### config.mk
export PLATFORM = sky130hd
export DESIGN_NAME = decode_stage_hz_flat
export DESIGN_NICKNAME = d
export VERILOG_FILES = /design/src/rtl/decode_stage_hz_if.sv /design/src/rtl/decode_stage_hz.sv /design/src/flat_wrapper.sv
export SDC_FILE = /design/constraint.sdc
export NUM_CORES = 2
export LEC_CHECK = 0
export CORE_AREA = 2 2 338 340
export DETAILED_ROUTE_END_ITERATION = 7
export DIE_AREA = 0 0 340 342
export HOLD_SLACK_MARGIN = 0.02
export PLACE_DENSITY_LB_ADDON = 0.05
export SYNTH_ARGS = -nofsm -noshare
export SYNTH_HDL_FRONTEND = slang
export SYNTH_SLANG_ARGS = --single-unit
### constraint.sdc
create_clock -name clk -period 3.7 [get_ports clk]
set_input_delay 0.555 -clock clk [delete_from_list [all_inputs] [get_ports clk]]
set_output_delay 0.555 -clock clk [all_outputs]
set_load 0.02 [all_outputs]
### src/rtl/decode_stage_hz_if.sv
// decode_stage_hz_if: bundles the decode-side inputs, writeback port, EX
// control (flush/hold), fetch back-pressure and the registered ID/EX outputs.
//   master : upstream/downstream environment (drives D, W, flush/hold inputs)
//   slave  : decode_stage_hz (drives stall_D and all *_E outputs)
interface decode_stage_hz_if #(
    parameter int unsigned ADDR_WIDTH = 32,
    parameter int unsigned DAT_WIDTH  = 32
);
    // Decode-stage inputs from the IF/ID register
    logic                  valid_D;
    logic [31:0]           Ins_D;
    logic [ADDR_WIDTH-1:0] PC_D;
    logic [ADDR_WIDTH-1:0] PC_4D;
    // Writeback port into the register file
    logic                  RegWrite_W;
    logic [4:0]            rd_W;
    logic [DAT_WIDTH-1:0]  Result_W;
    // Execute-stage control and fetch back-pressure
    logic                  flush_E;
    logic                  hold_E;
    logic                  stall_D;
    // ID/EX register outputs
    logic                  valid_E;
    logic                  RegWrite_E;
    logic                  ALUSrc_E;
    logic                  MemWrite_E;
    logic                  MemRead_E;
    logic                  Branch_E;
    logic                  MemtoReg_E;
    logic                  illegal_E;
    logic [3:0]            control_o_E;
    logic [DAT_WIDTH-1:0]  ImmExt_E;
    logic [DAT_WIDTH-1:0]  rdata1_E;
    logic [DAT_WIDTH-1:0]  rdata2_E;
    logic [4:0]            rs1_E;
    logic [4:0]            rs2_E;
    logic [4:0]            rd_E;
    logic [ADDR_WIDTH-1:0] PC_E;
    logic [ADDR_WIDTH-1:0] PC_4E;

    modport master (
        output valid_D, Ins_D, PC_D, PC_4D,
        output RegWrite_W, rd_W, Result_W,
        output flush_E, hold_E,
        input  stall_D,
        input  valid_E, RegWrite_E, ALUSrc_E, MemWrite_E, MemRead_E,
        input  Branch_E, MemtoReg_E, illegal_E, control_o_E,
        input  ImmExt_E, rdata1_E, rdata2_E, rs1_E, rs2_E, rd_E, PC_E, PC_4E
    );

    modport slave (
        input  valid_D, Ins_D, PC_D, PC_4D,
        input  RegWrite_W, rd_W, Result_W,
        input  flush_E, hold_E,
        output stall_D,
        output valid_E, RegWrite_E, ALUSrc_E, MemWrite_E, MemRead_E,
        output Branch_E, MemtoReg_E, illegal_E, control_o_E,
        output ImmExt_E, rdata1_E, rdata2_E, rs1_E, rs2_E, rd_E, PC_E, PC_4E
    );
endinterface

### src/rtl/decode_stage_hz.sv
// decode_stage_hz: RV32I decode stage with register file, load-use hazard
// detection, downstream hold, branch flush and an ID/EX pipeline register.
// Ports:
//   clk, rst_n : rising-edge clock, asynchronous active-low reset
//   bus        : decode_stage_hz_if.slave (D inputs, W port, flush/hold,
//                combinational stall_D, registered *_E outputs)
// Optional feature: define DECODE_WB_BYPASS_EN to forward the writeback value
// straight into the read ports when W writes the register being read.
module decode_stage_hz #(
    parameter int unsigned ADDR_WIDTH = 32,
    parameter int unsigned DAT_WIDTH  = 32
) (
    input  logic               clk,
    input  logic               rst_n,
    decode_stage_hz_if.slave   bus
);

    localparam int unsigned NUM_REGS = 32;
    localparam int unsigned EXT_I    = DAT_WIDTH - 12;
    localparam int unsigned EXT_B    = DAT_WIDTH - 13;

    localparam logic [6:0] OP_R      = 7'b0110011;
    localparam logic [6:0] OP_I      = 7'b0010011;
    localparam logic [6:0] OP_LOAD   = 7'b0000011;
    localparam logic [6:0] OP_STORE  = 7'b0100011;
    localparam logic [6:0] OP_BRANCH = 7'b1100011;

    localparam logic [3:0] ALU_AND  = 4'b0000;
    localparam logic [3:0] ALU_OR   = 4'b0001;
    localparam logic [3:0] ALU_ADD  = 4'b0010;
    localparam logic [3:0] ALU_XOR  = 4'b0011;
    localparam logic [3:0] ALU_SLL  = 4'b0100;
    localparam logic [3:0] ALU_SRL  = 4'b0101;
    localparam logic [3:0] ALU_SUB  = 4'b0110;
    localparam logic [3:0] ALU_SRA  = 4'b0111;
    localparam logic [3:0] ALU_SLT  = 4'b1000;
    localparam logic [3:0] ALU_SLTU = 4'b1001;

    // Instruction fields
    logic [6:0] w_opcode;
    logic [2:0] w_funct3;
    logic [4:0] w_rs1;
    logic [4:0] w_rs2;
    logic [4:0] w_rd;
    logic       w_ins30;

    assign w_opcode = bus.Ins_D[6:0];
    assign w_funct3 = bus.Ins_D[14:12];
    assign w_rs1    = bus.Ins_D[19:15];
    assign w_rs2    = bus.Ins_D[24:20];
    assign w_rd     = bus.Ins_D[11:7];
    assign w_ins30  = bus.Ins_D[30];

    // Main decoder outputs
    logic                 w_regwrite;
    logic                 w_alusrc;
    logic                 w_memwrite;
    logic                 w_memread;
    logic                 w_branch;
    logic                 w_memtoreg;
    logic                 w_illegal;
    logic                 w_uses_rs2;
    logic [1:0]           w_aluop;
    logic [3:0]           w_alu_ctl;
    logic [DAT_WIDTH-1:0] w_imm;

    // Register file and read data
    logic [DAT_WIDTH-1:0] r_rf [NUM_REGS];
    logic [DAT_WIDTH-1:0] w_rdata1;
    logic [DAT_WIDTH-1:0] w_rdata2;

    // Hazard / pipeline control
    logic w_load_use;
    logic w_bubble;
    logic w_load_data;

    // ID/EX register
    logic                  r_valid;
    logic                  r_regwrite;
    logic                  r_alusrc;
    logic                  r_memwrite;
    logic                  r_memread;
    logic                  r_branch;
    logic                  r_memtoreg;
    logic                  r_illegal;
    logic [3:0]            r_alu_ctl;
    logic [DAT_WIDTH-1:0]  r_imm;
    logic [DAT_WIDTH-1:0]  r_rdata1;
    logic [DAT_WIDTH-1:0]  r_rdata2;
    logic [4:0]            r_rs1;
    logic [4:0]            r_rs2;
    logic [4:0]            r_rd;
    logic [ADDR_WIDTH-1:0] r_pc;
    logic [ADDR_WIDTH-1:0] r_pc4;

    // Opcode decode: control bits, immediate format and whether rs2 is read
    always_comb begin
        w_regwrite = 1'b0;
        w_alusrc   = 1'b0;
        w_memwrite = 1'b0;
        w_memread  = 1'b0;
        w_branch   = 1'b0;
        w_memtoreg = 1'b0;
        w_illegal  = 1'b0;
        w_uses_rs2 = 1'b0;
        w_aluop    = 2'b00;
        w_imm      = '0;
        case (w_opcode)
            OP_R: begin
                w_regwrite = 1'b1;
                w_aluop    = 2'b10;
                w_uses_rs2 = 1'b1;
            end
            OP_I: begin
                w_regwrite = 1'b1;
                w_alusrc   = 1'b1;
                w_aluop    = 2'b10;
                w_imm      = {{EXT_I{bus.Ins_D[31]}}, bus.Ins_D[31:20]};
            end
            OP_LOAD: begin
                w_regwrite = 1'b1;
                w_alusrc   = 1'b1;
                w_memread  = 1'b1;
                w_memtoreg = 1'b1;
                w_imm      = {{EXT_I{bus.Ins_D[31]}}, bus.Ins_D[31:20]};
            end
            OP_STORE: begin
                w_alusrc   = 1'b1;
                w_memwrite = 1'b1;
                w_uses_rs2 = 1'b1;
                w_imm      = {{EXT_I{bus.Ins_D[31]}}, bus.Ins_D[31:25], bus.Ins_D[11:7]};
            end
            OP_BRANCH: begin
                w_branch   = 1'b1;
                w_aluop    = 2'b01;
                w_uses_rs2 = 1'b1;
                w_imm      = {{EXT_B{bus.Ins_D[31]}}, bus.Ins_D[31], bus.Ins_D[7],
                              bus.Ins_D[30:25], bus.Ins_D[11:8], 1'b0};
            end
            default: begin
                w_illegal  = 1'b1;
            end
        endcase
    end

    // ALU operation select; Ins[30] picks SUB only for R-type, SRA for both
    always_comb begin
        w_alu_ctl = ALU_ADD;
        case (w_aluop)
            2'b01: w_alu_ctl = ALU_SUB;
            2'b10: begin
                case (w_funct3)
                    3'b000:  w_alu_ctl = (w_opcode == OP_R && w_ins30) ? ALU_SUB : ALU_ADD;
                    3'b001:  w_alu_ctl = ALU_SLL;
                    3'b010:  w_alu_ctl = ALU_SLT;
                    3'b011:  w_alu_ctl = ALU_SLTU;
                    3'b100:  w_alu_ctl = ALU_XOR;
                    3'b101:  w_alu_ctl = w_ins30 ? ALU_SRA : ALU_SRL;
                    3'b110:  w_alu_ctl = ALU_OR;
                    default: w_alu_ctl = ALU_AND;
                endcase
            end
            default: w_alu_ctl = ALU_ADD;
        endcase
    end

    // Register file write; x0 is never written so it always reads 0
    always_ff @(posedge clk or negedge rst_n) begin
        if (!rst_n) begin
            for (int i = 0; i < int'(NUM_REGS); i++) begin
                r_rf[i] <= '0;
            end
        end else if (bus.RegWrite_W && bus.rd_W != 5'd0) begin
            r_rf[bus.rd_W] <= bus.Result_W;
        end
    end

    // Register file read ports
    always_comb begin
        w_rdata1 = (w_rs1 == 5'd0) ? '0 : r_rf[w_rs1];
        w_rdata2 = (w_rs2 == 5'd0) ? '0 : r_rf[w_rs2];
`ifdef DECODE_WB_BYPASS_EN
        if (bus.RegWrite_W && bus.rd_W != 5'd0 && bus.rd_W == w_rs1) begin
            w_rdata1 = bus.Result_W;
        end
        if (bus.RegWrite_W && bus.rd_W != 5'd0 && bus.rd_W == w_rs2) begin
            w_rdata2 = bus.Result_W;
        end
`endif
    end

    // Load in EX whose destination is read by the instruction in D
    assign w_load_use = bus.valid_D && r_valid && r_memread && (r_rd != 5'd0) &&
                        ((r_rd == w_rs1) || ((r_rd == w_rs2) && w_uses_rs2));

    // Priority flush > hold > load_use > advance
    assign w_bubble    = bus.flush_E || (!bus.hold_E && w_load_use);
    assign w_load_data = bus.flush_E || (!bus.hold_E && !w_load_use);
    assign bus.stall_D = rst_n && !bus.flush_E && (bus.hold_E || w_load_use);

    // ID/EX control bits: cleared on bubble, gated by valid_D on advance
    always_ff @(posedge clk or negedge rst_n) begin
        if (!rst_n) begin
            r_valid    <= 1'b0;
            r_regwrite <= 1'b0;
            r_memwrite <= 1'b0;
            r_memread  <= 1'b0;
            r_branch   <= 1'b0;
            r_illegal  <= 1'b0;
        end else if (w_bubble) begin
            r_valid    <= 1'b0;
            r_regwrite <= 1'b0;
            r_memwrite <= 1'b0;
            r_memread  <= 1'b0;
            r_branch   <= 1'b0;
            r_illegal  <= 1'b0;
        end else if (w_load_data) begin
            r_valid    <= bus.valid_D;
            r_regwrite <= w_regwrite && bus.valid_D;
            r_memwrite <= w_memwrite && bus.valid_D;
            r_memread  <= w_memread  && bus.valid_D;
            r_branch   <= w_branch   && bus.valid_D;
            r_illegal  <= w_illegal  && bus.valid_D;
        end
    end

    // ID/EX data fields: load on flush or advance, hold otherwise
    always_ff @(posedge clk or negedge rst_n) begin
        if (!rst_n) begin
            r_alusrc   <= 1'b0;
            r_memtoreg <= 1'b0;
            r_alu_ctl  <= '0;
            r_imm      <= '0;
            r_rdata1   <= '0;
            r_rdata2   <= '0;
            r_rs1      <= '0;
            r_rs2      <= '0;
            r_rd       <= '0;
            r_pc       <= '0;
            r_pc4      <= '0;
        end else if (w_load_data) begin
            r_alusrc   <= w_alusrc;
            r_memtoreg <= w_memtoreg;
            r_alu_ctl  <= w_alu_ctl;
            r_imm      <= w_imm;
            r_rdata1   <= w_rdata1;
            r_rdata2   <= w_rdata2;
            r_rs1      <= w_rs1;
            r_rs2      <= w_rs2;
            r_rd       <= w_rd;
            r_pc       <= bus.PC_D;
            r_pc4      <= bus.PC_4D;
        end
    end

    assign bus.valid_E     = r_valid;
    assign bus.RegWrite_E  = r_regwrite;
    assign bus.ALUSrc_E    = r_alusrc;
    assign bus.MemWrite_E  = r_memwrite;
    assign bus.MemRead_E   = r_memread;
    assign bus.Branch_E    = r_branch;
    assign bus.MemtoReg_E  = r_memtoreg;
    assign bus.illegal_E   = r_illegal;
    assign bus.control_o_E = r_alu_ctl;
    assign bus.ImmExt_E    = r_imm;
    assign bus.rdata1_E    = r_rdata1;
    assign bus.rdata2_E    = r_rdata2;
    assign bus.rs1_E       = r_rs1;
    assign bus.rs2_E       = r_rs2;
    assign bus.rd_E        = r_rd;
    assign bus.PC_E        = r_pc;
    assign bus.PC_4E       = r_pc4;

endmodule
### src/flat_wrapper.sv
// flat-port wrapper written by rule: the top's interface ports become plain ports
module decode_stage_hz_flat 
#(
    parameter int unsigned ADDR_WIDTH = 32,
    parameter int unsigned DAT_WIDTH  = 32
)
  (clk, rst_n, bus_valid_D, bus_Ins_D, bus_PC_D, bus_PC_4D, bus_RegWrite_W, bus_rd_W, bus_Result_W, bus_flush_E, bus_hold_E, bus_stall_D, bus_valid_E, bus_RegWrite_E, bus_ALUSrc_E, bus_MemWrite_E, bus_MemRead_E, bus_Branch_E, bus_MemtoReg_E, bus_illegal_E, bus_control_o_E, bus_ImmExt_E, bus_rdata1_E, bus_rdata2_E, bus_rs1_E, bus_rs2_E, bus_rd_E, bus_PC_E, bus_PC_4E);
  decode_stage_hz_if #(.ADDR_WIDTH(ADDR_WIDTH), .DAT_WIDTH(DAT_WIDTH)) bus_i ();
  input  logic clk;
  input  logic rst_n;
  input wire logic [$bits(bus_i.valid_D)-1:0] bus_valid_D;
  input wire logic [$bits(bus_i.Ins_D)-1:0] bus_Ins_D;
  input wire logic [$bits(bus_i.PC_D)-1:0] bus_PC_D;
  input wire logic [$bits(bus_i.PC_4D)-1:0] bus_PC_4D;
  input wire logic [$bits(bus_i.RegWrite_W)-1:0] bus_RegWrite_W;
  input wire logic [$bits(bus_i.rd_W)-1:0] bus_rd_W;
  input wire logic [$bits(bus_i.Result_W)-1:0] bus_Result_W;
  input wire logic [$bits(bus_i.flush_E)-1:0] bus_flush_E;
  input wire logic [$bits(bus_i.hold_E)-1:0] bus_hold_E;
  output wire logic [$bits(bus_i.stall_D)-1:0] bus_stall_D;
  output wire logic [$bits(bus_i.valid_E)-1:0] bus_valid_E;
  output wire logic [$bits(bus_i.RegWrite_E)-1:0] bus_RegWrite_E;
  output wire logic [$bits(bus_i.ALUSrc_E)-1:0] bus_ALUSrc_E;
  output wire logic [$bits(bus_i.MemWrite_E)-1:0] bus_MemWrite_E;
  output wire logic [$bits(bus_i.MemRead_E)-1:0] bus_MemRead_E;
  output wire logic [$bits(bus_i.Branch_E)-1:0] bus_Branch_E;
  output wire logic [$bits(bus_i.MemtoReg_E)-1:0] bus_MemtoReg_E;
  output wire logic [$bits(bus_i.illegal_E)-1:0] bus_illegal_E;
  output wire logic [$bits(bus_i.control_o_E)-1:0] bus_control_o_E;
  output wire logic [$bits(bus_i.ImmExt_E)-1:0] bus_ImmExt_E;
  output wire logic [$bits(bus_i.rdata1_E)-1:0] bus_rdata1_E;
  output wire logic [$bits(bus_i.rdata2_E)-1:0] bus_rdata2_E;
  output wire logic [$bits(bus_i.rs1_E)-1:0] bus_rs1_E;
  output wire logic [$bits(bus_i.rs2_E)-1:0] bus_rs2_E;
  output wire logic [$bits(bus_i.rd_E)-1:0] bus_rd_E;
  output wire logic [$bits(bus_i.PC_E)-1:0] bus_PC_E;
  output wire logic [$bits(bus_i.PC_4E)-1:0] bus_PC_4E;
  assign bus_i.valid_D = bus_valid_D;
  assign bus_i.Ins_D = bus_Ins_D;
  assign bus_i.PC_D = bus_PC_D;
  assign bus_i.PC_4D = bus_PC_4D;
  assign bus_i.RegWrite_W = bus_RegWrite_W;
  assign bus_i.rd_W = bus_rd_W;
  assign bus_i.Result_W = bus_Result_W;
  assign bus_i.flush_E = bus_flush_E;
  assign bus_i.hold_E = bus_hold_E;
  assign bus_stall_D = bus_i.stall_D;
  assign bus_valid_E = bus_i.valid_E;
  assign bus_RegWrite_E = bus_i.RegWrite_E;
  assign bus_ALUSrc_E = bus_i.ALUSrc_E;
  assign bus_MemWrite_E = bus_i.MemWrite_E;
  assign bus_MemRead_E = bus_i.MemRead_E;
  assign bus_Branch_E = bus_i.Branch_E;
  assign bus_MemtoReg_E = bus_i.MemtoReg_E;
  assign bus_illegal_E = bus_i.illegal_E;
  assign bus_control_o_E = bus_i.control_o_E;
  assign bus_ImmExt_E = bus_i.ImmExt_E;
  assign bus_rdata1_E = bus_i.rdata1_E;
  assign bus_rdata2_E = bus_i.rdata2_E;
  assign bus_rs1_E = bus_i.rs1_E;
  assign bus_rs2_E = bus_i.rs2_E;
  assign bus_rd_E = bus_i.rd_E;
  assign bus_PC_E = bus_i.PC_E;
  assign bus_PC_4E = bus_i.PC_4E;
  decode_stage_hz #(.ADDR_WIDTH(ADDR_WIDTH), .DAT_WIDTH(DAT_WIDTH)) u_core (.clk(clk), .rst_n(rst_n), .bus(bus_i));
endmodule
# Word-level counts from Yosys, hierarchy flattened
# Cells that the tools add are included.
classes:
  n_lt_le_gt_ge: 4
  n_eq_ne: 15
  mux: 36
  bitwise_logic: 3
  reduce_logical: 36
ops:
  columns: ["cell", "count"]
  rows:
  - ["$bwmux W1024", 1]
  - ["$bmux W32 S5", 2]
  - ["$mux W32", 7]
  - ["$demux W32 S5", 1]
  - ["$pmux W32 S3", 1]
  - ["$pmux W4 S7", 1]
  - ["$mux W1", 19]
  - ["$ge A6 B6 Y1 const B", 3]
  - ["$not A5 Y6", 3]
  - ["$logic_and A1 B1 Y1", 17]
  - ["$eq A7 B6 Y1 const B", 2]
  - ["$eq A5 B5 Y1", 2]
  - ["$logic_not A5 Y1", 2]
  - ["$reduce_bool A5 Y1", 2]
  - ["$eq A3 B3 Y1 const B", 3]
  - ["$reduce_or A3 Y1", 3]
  - ["$pmux W4 S2", 1]
  - ["$eq A7 B2 Y1 const B", 1]
  - ["$eq A7 B5 Y1 const B", 1]
  - ["$eq A7 B7 Y1 const B", 1]
  - ["$eq A3 B2 Y1 const B", 2]
  - ["$lt A6 B1 Y1 const B", 1]
  - ["$reduce_or A5 Y1", 1]
  - ["$logic_or A1 B1 Y1", 4]
  - ["other kinds (10)", 13]
totals:
  regBits: 1211
  word_cells: 143

# Depth between registers and ports, before layout
depth:
  ltp_word: 11
  depth_mapped: 10

# Worst setup path before layout
# Ideal clock, no wire load.
synth_timing:
  path_kind: "input to output"
  startpoint: "in bus_Ins_D[2]"
  endpoint: "out bus_stall_D"
  arrival_time_ns: 2.288
  slack_ns: 0.857
  stages: 8
  path_cell_list: "nand4bb_1 a211oi_1 and4_1 buf_2 o21a_1 buf_2 buf_1 and2_1"
synth_via:
  elab_chain_len: 8
synth_rtl:
  columns: ["item", "line_no", "source"]
  rows:
  - ["start, declared", "flat_wrapper.sv:12", "input wire logic [$bits(bus_i.Ins_D)-1:0] bus_Ins_D;"]
  - ["$eq A7 B6 Y1 / $eq A7 B7 Y1 (equally long branches)", "decode_stage_hz.sv:108", "case (w_opcode)"]
  - ["$reduce_or A3 Y1 (no source line) *", null, null]
  - ["$mux W1 *", "decode_stage_hz.sv:108", null]
  - ["$logic_and A1 B1 Y1 *", "decode_stage_hz.sv:194", "((r_rd == w_rs1) || ((r_rd == w_rs2) && w_uses_rs2));"]
  - ["$logic_or A1 B1 Y1 *", "decode_stage_hz.sv:194", null]
  - ["$logic_and A1 B1 Y1 *", "decode_stage_hz.sv:193", "assign w_load_use = bus.valid_D && r_valid && r_memread && (r_rd != 5'd0) &&"]
  - ["$logic_or A1 B1 Y1 *", "decode_stage_hz.sv:199", "assign bus.stall_D = rst_n && !bus.flush_E && (bus.hold_E || w_load_use);"]
  - ["$logic_and A1 B1 Y1 *", "decode_stage_hz.sv:199", null]
  - ["end, declared", "flat_wrapper.sv:20", "output wire logic [$bits(bus_i.stall_D)-1:0] bus_stall_D;"]
# Mark *: on every way between the ends. The rest lies on a longest branch, timed or not.

# Final worst setup path
layout_timing:
  startpoint: "reg u_core.r_rd[0], in the netlist u_core.bus.rd_E[0]"
  endpoint: "out bus_stall_D"
layout_via:
  elab_chain_len: 6
layout_rtl:
  columns: ["item", "line_no", "source"]
  rows:
  - ["start, declared", "decode_stage_hz.sv:92", "logic [4:0] r_rd;"]
  - ["start signal, assigned", "decode_stage_hz.sv:250", "r_rd <= w_rd;"]
  - ["$eq A5 B5 Y1", "decode_stage_hz.sv:194", null]
  - ["$logic_and A1 B1 Y1", "decode_stage_hz.sv:194", null]
  - ["$logic_or A1 B1 Y1", "decode_stage_hz.sv:194", null]
  - ["$logic_and A1 B1 Y1 *", "decode_stage_hz.sv:193", null]
  - ["$logic_or A1 B1 Y1 *", "decode_stage_hz.sv:199", null]
  - ["$logic_and A1 B1 Y1 *", "decode_stage_hz.sv:199", null]
# Marked as above.

==> results.json <==
{
  "cts_sinks": 1192,
  "rsz0062_at_grt": "no",
  "multi_input_area_um2": 35300,
  "die_w_um": 340,
  "slew_violations": 0,
  "cpPeakStageDelay_ns": 0.59,
  "ant_nets": 0,
  "viasPerCell": 7.02,
  "placementRows": 124,
  "crit_type": "reg2out",
  "overflow": 0,
  "path_clk_slew_ns": 0.06,
  "fin_util_pct": 67.9,
  "start_util_pct": 59.5,
  "async_reset_ff_share_pct": 100,
  "critPathMaxFanout": 5,
  "p_leak_nw": 33.5,
  "slew_headroom_pct": 21.0,
  "area_delta_synth_final_pct": 14.0,
  "first_iter_violations": 4520,
  "setup_viol": 0,
  "htreeDepth": 4,
  "synth_area_per_cell_um2": 13.4,
  "cts_buffers": 133,
  "placedCellCount": 6457,
  "io_pins": 327,
  "grt_max_degree": 158,
  "status": "finished clean",
  "root_buffer": "clkbuf_16",
  "power_frac_clock_pct": 34.5,
  "power_mw": 39.3,
  "worst_pin_slew_ns": 1.18,
  "dpl_cell_area_um2": 72300,
  "reg2reg_from": "u_core.bus.rd_E[0]",
  "cp_slowest_cell": "or4_1",
  "syn-cell-area_um2": 67300,
  "synth_nets": 5172,
  "synth_edf_count": 0,
  "ys_types": 65,
  "antenna_found_initial": 15,
  "post-route-period-util_pct": 97.6,
  "start_kind": "register",
  "grt_pass1_wl_um": 314000,
  "syn_inst": 5031,
  "clock.fmax_ghz": 0.277,
  "cts_tree": "done",
  "coreArea_um2": 113000,
  "ys_warn_count": 0,
  "design_area_um2": 76700,
  "hold_violations": 0,
  "swShare_pct": 28.8,
  "power_density_nw_per_um2": 513,
  "switchingPower_mw": 11.3,
  "wirelength_um": 209000,
  "cp.arrival_ns": 3.06,
  "dr.pass1.iters": 5,
  "grt_pass1_vias": 46600,
  "cts_setup_buffers": 0,
  "io_buffers": 326,
  "fin_nets": 5222,
  "dieArea_um2": 116000,
  "r2r_setup_slack_ns": 1.02,
  "power_frac_seq_pct": 44.6,
  "p_int_mw": 28.0,
  "clkLatencyLatePin_ns": 0.76,
  "fin_skew_ns": 0.0212,
  "drive_gt1_share_pct": 26.7,
  "synth_seq_area_share_pct": 44.3,
  "setup.worst_path.end_class": "output port",
  "layoutNonFillerInstCount": 6698,
  "hpwlAfterDp_um": 123000,
  "reg2reg_depth": 7,
  "crit_chain": "or4_1 > o2111ai_2 > a21oi_4 > o21a_4 > and2_1 > clkdlybuf4s50_1",
  "vias": 47000,
  "gp_routability_congestion": 0.858,
  "layout.area.seq_um2": 29800,
  "hold_class": "in2async",
  "p_comb_share_pct": 20.9,
  "clockBufferDepth": 3,
  "grt_use_total_pct": 36.2,
  "fin_crit_ns": 3.61,
  "ir_drop_v": 0.000480,
  "die_h_um": 342,
  "tns_ns": 0,
  "rr_endpoint": "u_core.bus.rdata2_E[8]",
  "required_ns": 3.14,
  "wl_per_cell_um": 31.3,
  "maxCapViolations": 0,
  "ys_ff_latch": 1192,
  "fill_cells": 8133,
  "synthFlopType": "dfrtp_1",
  "drc": 0
}
==> worst max path at each step <==
stage | slack [ns] | from | endpoint
finish | 0.09 | u_core.bus.rd_E[0] | bus_stall_D
global route | 0.007 | u_core.bus.rd_E[0] | bus_stall_D
CTS | 0.06 | u_core.bus.rd_E[0] | bus_stall_D
detailed placement | 0.33 | bus_Ins_D[2] | bus_stall_D
global placement | 0.27 | bus_Ins_D[2] | bus_stall_D
floorplan | 0.86 | bus_Ins_D[2] | bus_stall_D
==> placed cells by master (no fill, tap or decap), types with 10 or more instances in the layout <==
master / n
a41oi_1: 30
o2111ai_1: 28
nand4_1: 32
a31oi_1: 24
and3_1: 31
o41ai_2: 50
a211o_1: 13
mux2i_1: 432
mux2_1: 699
o221ai_1: 30
a22oi_1: 32
a211oi_1: 33
buf_4: 105
nor2_4: 17
o21ai_0: 10
mux4_2: 426
dfrtp_1: 1192
o31ai_1: 17
o211ai_1: 102
a21oi_1: 87
clkinv_2: 21
nand2b_1: 53
and4b_1: 30
mux2_2: 475
nand2_1: 331
nor2_1: 43
clkbuf_8: 30
a22o_1: 23
clkdlybuf4s50_1: 317
buf_12: 60
nand2_4: 11
nand3_1: 62
clkbuf_16: 137
clkbuf_1: 28
a221oi_1: 32
==> kinds of logic after synthesis <==
group	count (synthesis)	synth area share, %
AO/OA/AOI/OAI	556	6.77
XOR/XNOR	11	0.143
adder cells (fa/ha/maj)	2	0.0372
buffers and inverters	583	3.72
flip-flops	1192	44.3
multiplexers	2032	40.3
AND/OR/NAND/NOR	655	4.69
==> power by group through the flow <==
stage          Clock, mW  Combinational [mW]  Sequential, mW
6_report            13.6                8.22            17.6
2_1_floorplan          0                5.82            17.1
4_1_cts             13.7                8.23            17.4
3_3_place_gp           0                7.99            17.5
3_5_place_dp           0                8.19            17.7
5_1_grt             14.2                8.85            17.8
==> what timing repair did <==
action / in CTS / in global routing
hold buffers: 1 / 0
gates resized for setup: 0 / 0
endpoints found under the hold margin: 37 / 0
==> area by class of cell <==
cell class	count	share of cell area, %
repair buffers	489	6.86
clock buffers	195	5.14
multi-input cells	3256	46.0
diodes	3	0.00978
inverters	9	0.0473
well taps	1512	2.47
flip-flops and latches	1192	38.9
clock inverters	42	0.644
==> routing by layer <==
layer | vias to the layer above | GRT usage [%] | share of wire (%)
li1 | 19400 | - | -
met1 | 24900 | 51.6 | 42
met2 | 2274 | 55.2 | 45
met3 | 465 | 8.12 | 8.8
met4 | 20 | 12.5 | 3.5
met5 | - | 0 | 0.059
==> registers in the layout (all words and copies together) (netlist names), 5 cells and up <==
name,cells
u_core.bus.ImmExt_E,13
u_core.bus.PC_E,32
u_core.bus.PC_4E,32
u_core.bus.rdata1_E,32
u_core.bus.rs2_E,5
u_core.bus.rdata2_E,32
u_core.bus.rs1_E,5
u_core.r_rf,1024
u_core.bus.rd_E,5
==> cells in the mapped netlist (all sizes together) (4+ instances only) <==
| library cell | instances | share of area [%] |
|---|---|---|
| buf | 222 | 1.7 |
| or2 | 5 | 0.046 |
| a32oi | 8 | 0.10 |
| inv | 9 | 0.050 |
| nand2 | 346 | 1.9 |
| o2111ai | 29 | 0.39 |
| xor2 | 6 | 0.078 |
| a41oi | 30 | 0.39 |
| clkbuf | 352 | 2.0 |
| and3 | 31 | 0.29 |
| a221oi | 32 | 0.42 |
| a211oi | 33 | 0.37 |
| nand3 | 62 | 0.46 |
| o31ai | 17 | 0.19 |
| a211o | 13 | 0.17 |
| nand3b | 4 | 0.045 |
| o211ai | 102 | 1.1 |
| nor2 | 60 | 0.33 |
| mux2i | 432 | 6.4 |
| a21o | 8 | 0.089 |
| and2 | 5 | 0.046 |
| nand2b | 53 | 0.49 |
| o41ai | 53 | 1.2 |
| a22o | 23 | 0.30 |
| dfrtp | 1192 | 44 |
| mux4 | 426 | 14 |
| o221ai | 30 | 0.39 |
| a22oi | 32 | 0.36 |
| nor2b | 7 | 0.065 |
| a32o | 4 | 0.059 |
| xnor2 | 5 | 0.065 |
| nand4 | 32 | 0.30 |
| a31oi | 24 | 0.22 |
| a21oi | 88 | 0.66 |
| o21ai | 18 | 0.13 |
| nor3b | 5 | 0.056 |
| and4b | 30 | 0.45 |
| nor3 | 6 | 0.045 |
| mux2 | 1174 | 20 |
==> critical path, delay by kind of cell (launching register included) <==
kind	cells	cell delay (ns)
AO/OA/AOI/OAI	3	0.54
flip-flops	1	0.46
AND/OR/NAND/NOR	2	0.74
buffers and inverters	1	0.57
==> metrics by stage <==
stage | hold slack, ns | setup slack (ns)
finish | 0.310 | 0.0882
global route | 0.302 | 0.00728
CTS | 0.257 | 0.0631
detailed placement | 0.385 | 0.327
global placement | 0.378 | 0.271
floorplan | 0.259 | 0.857
(Power assumes the default switching activity.)
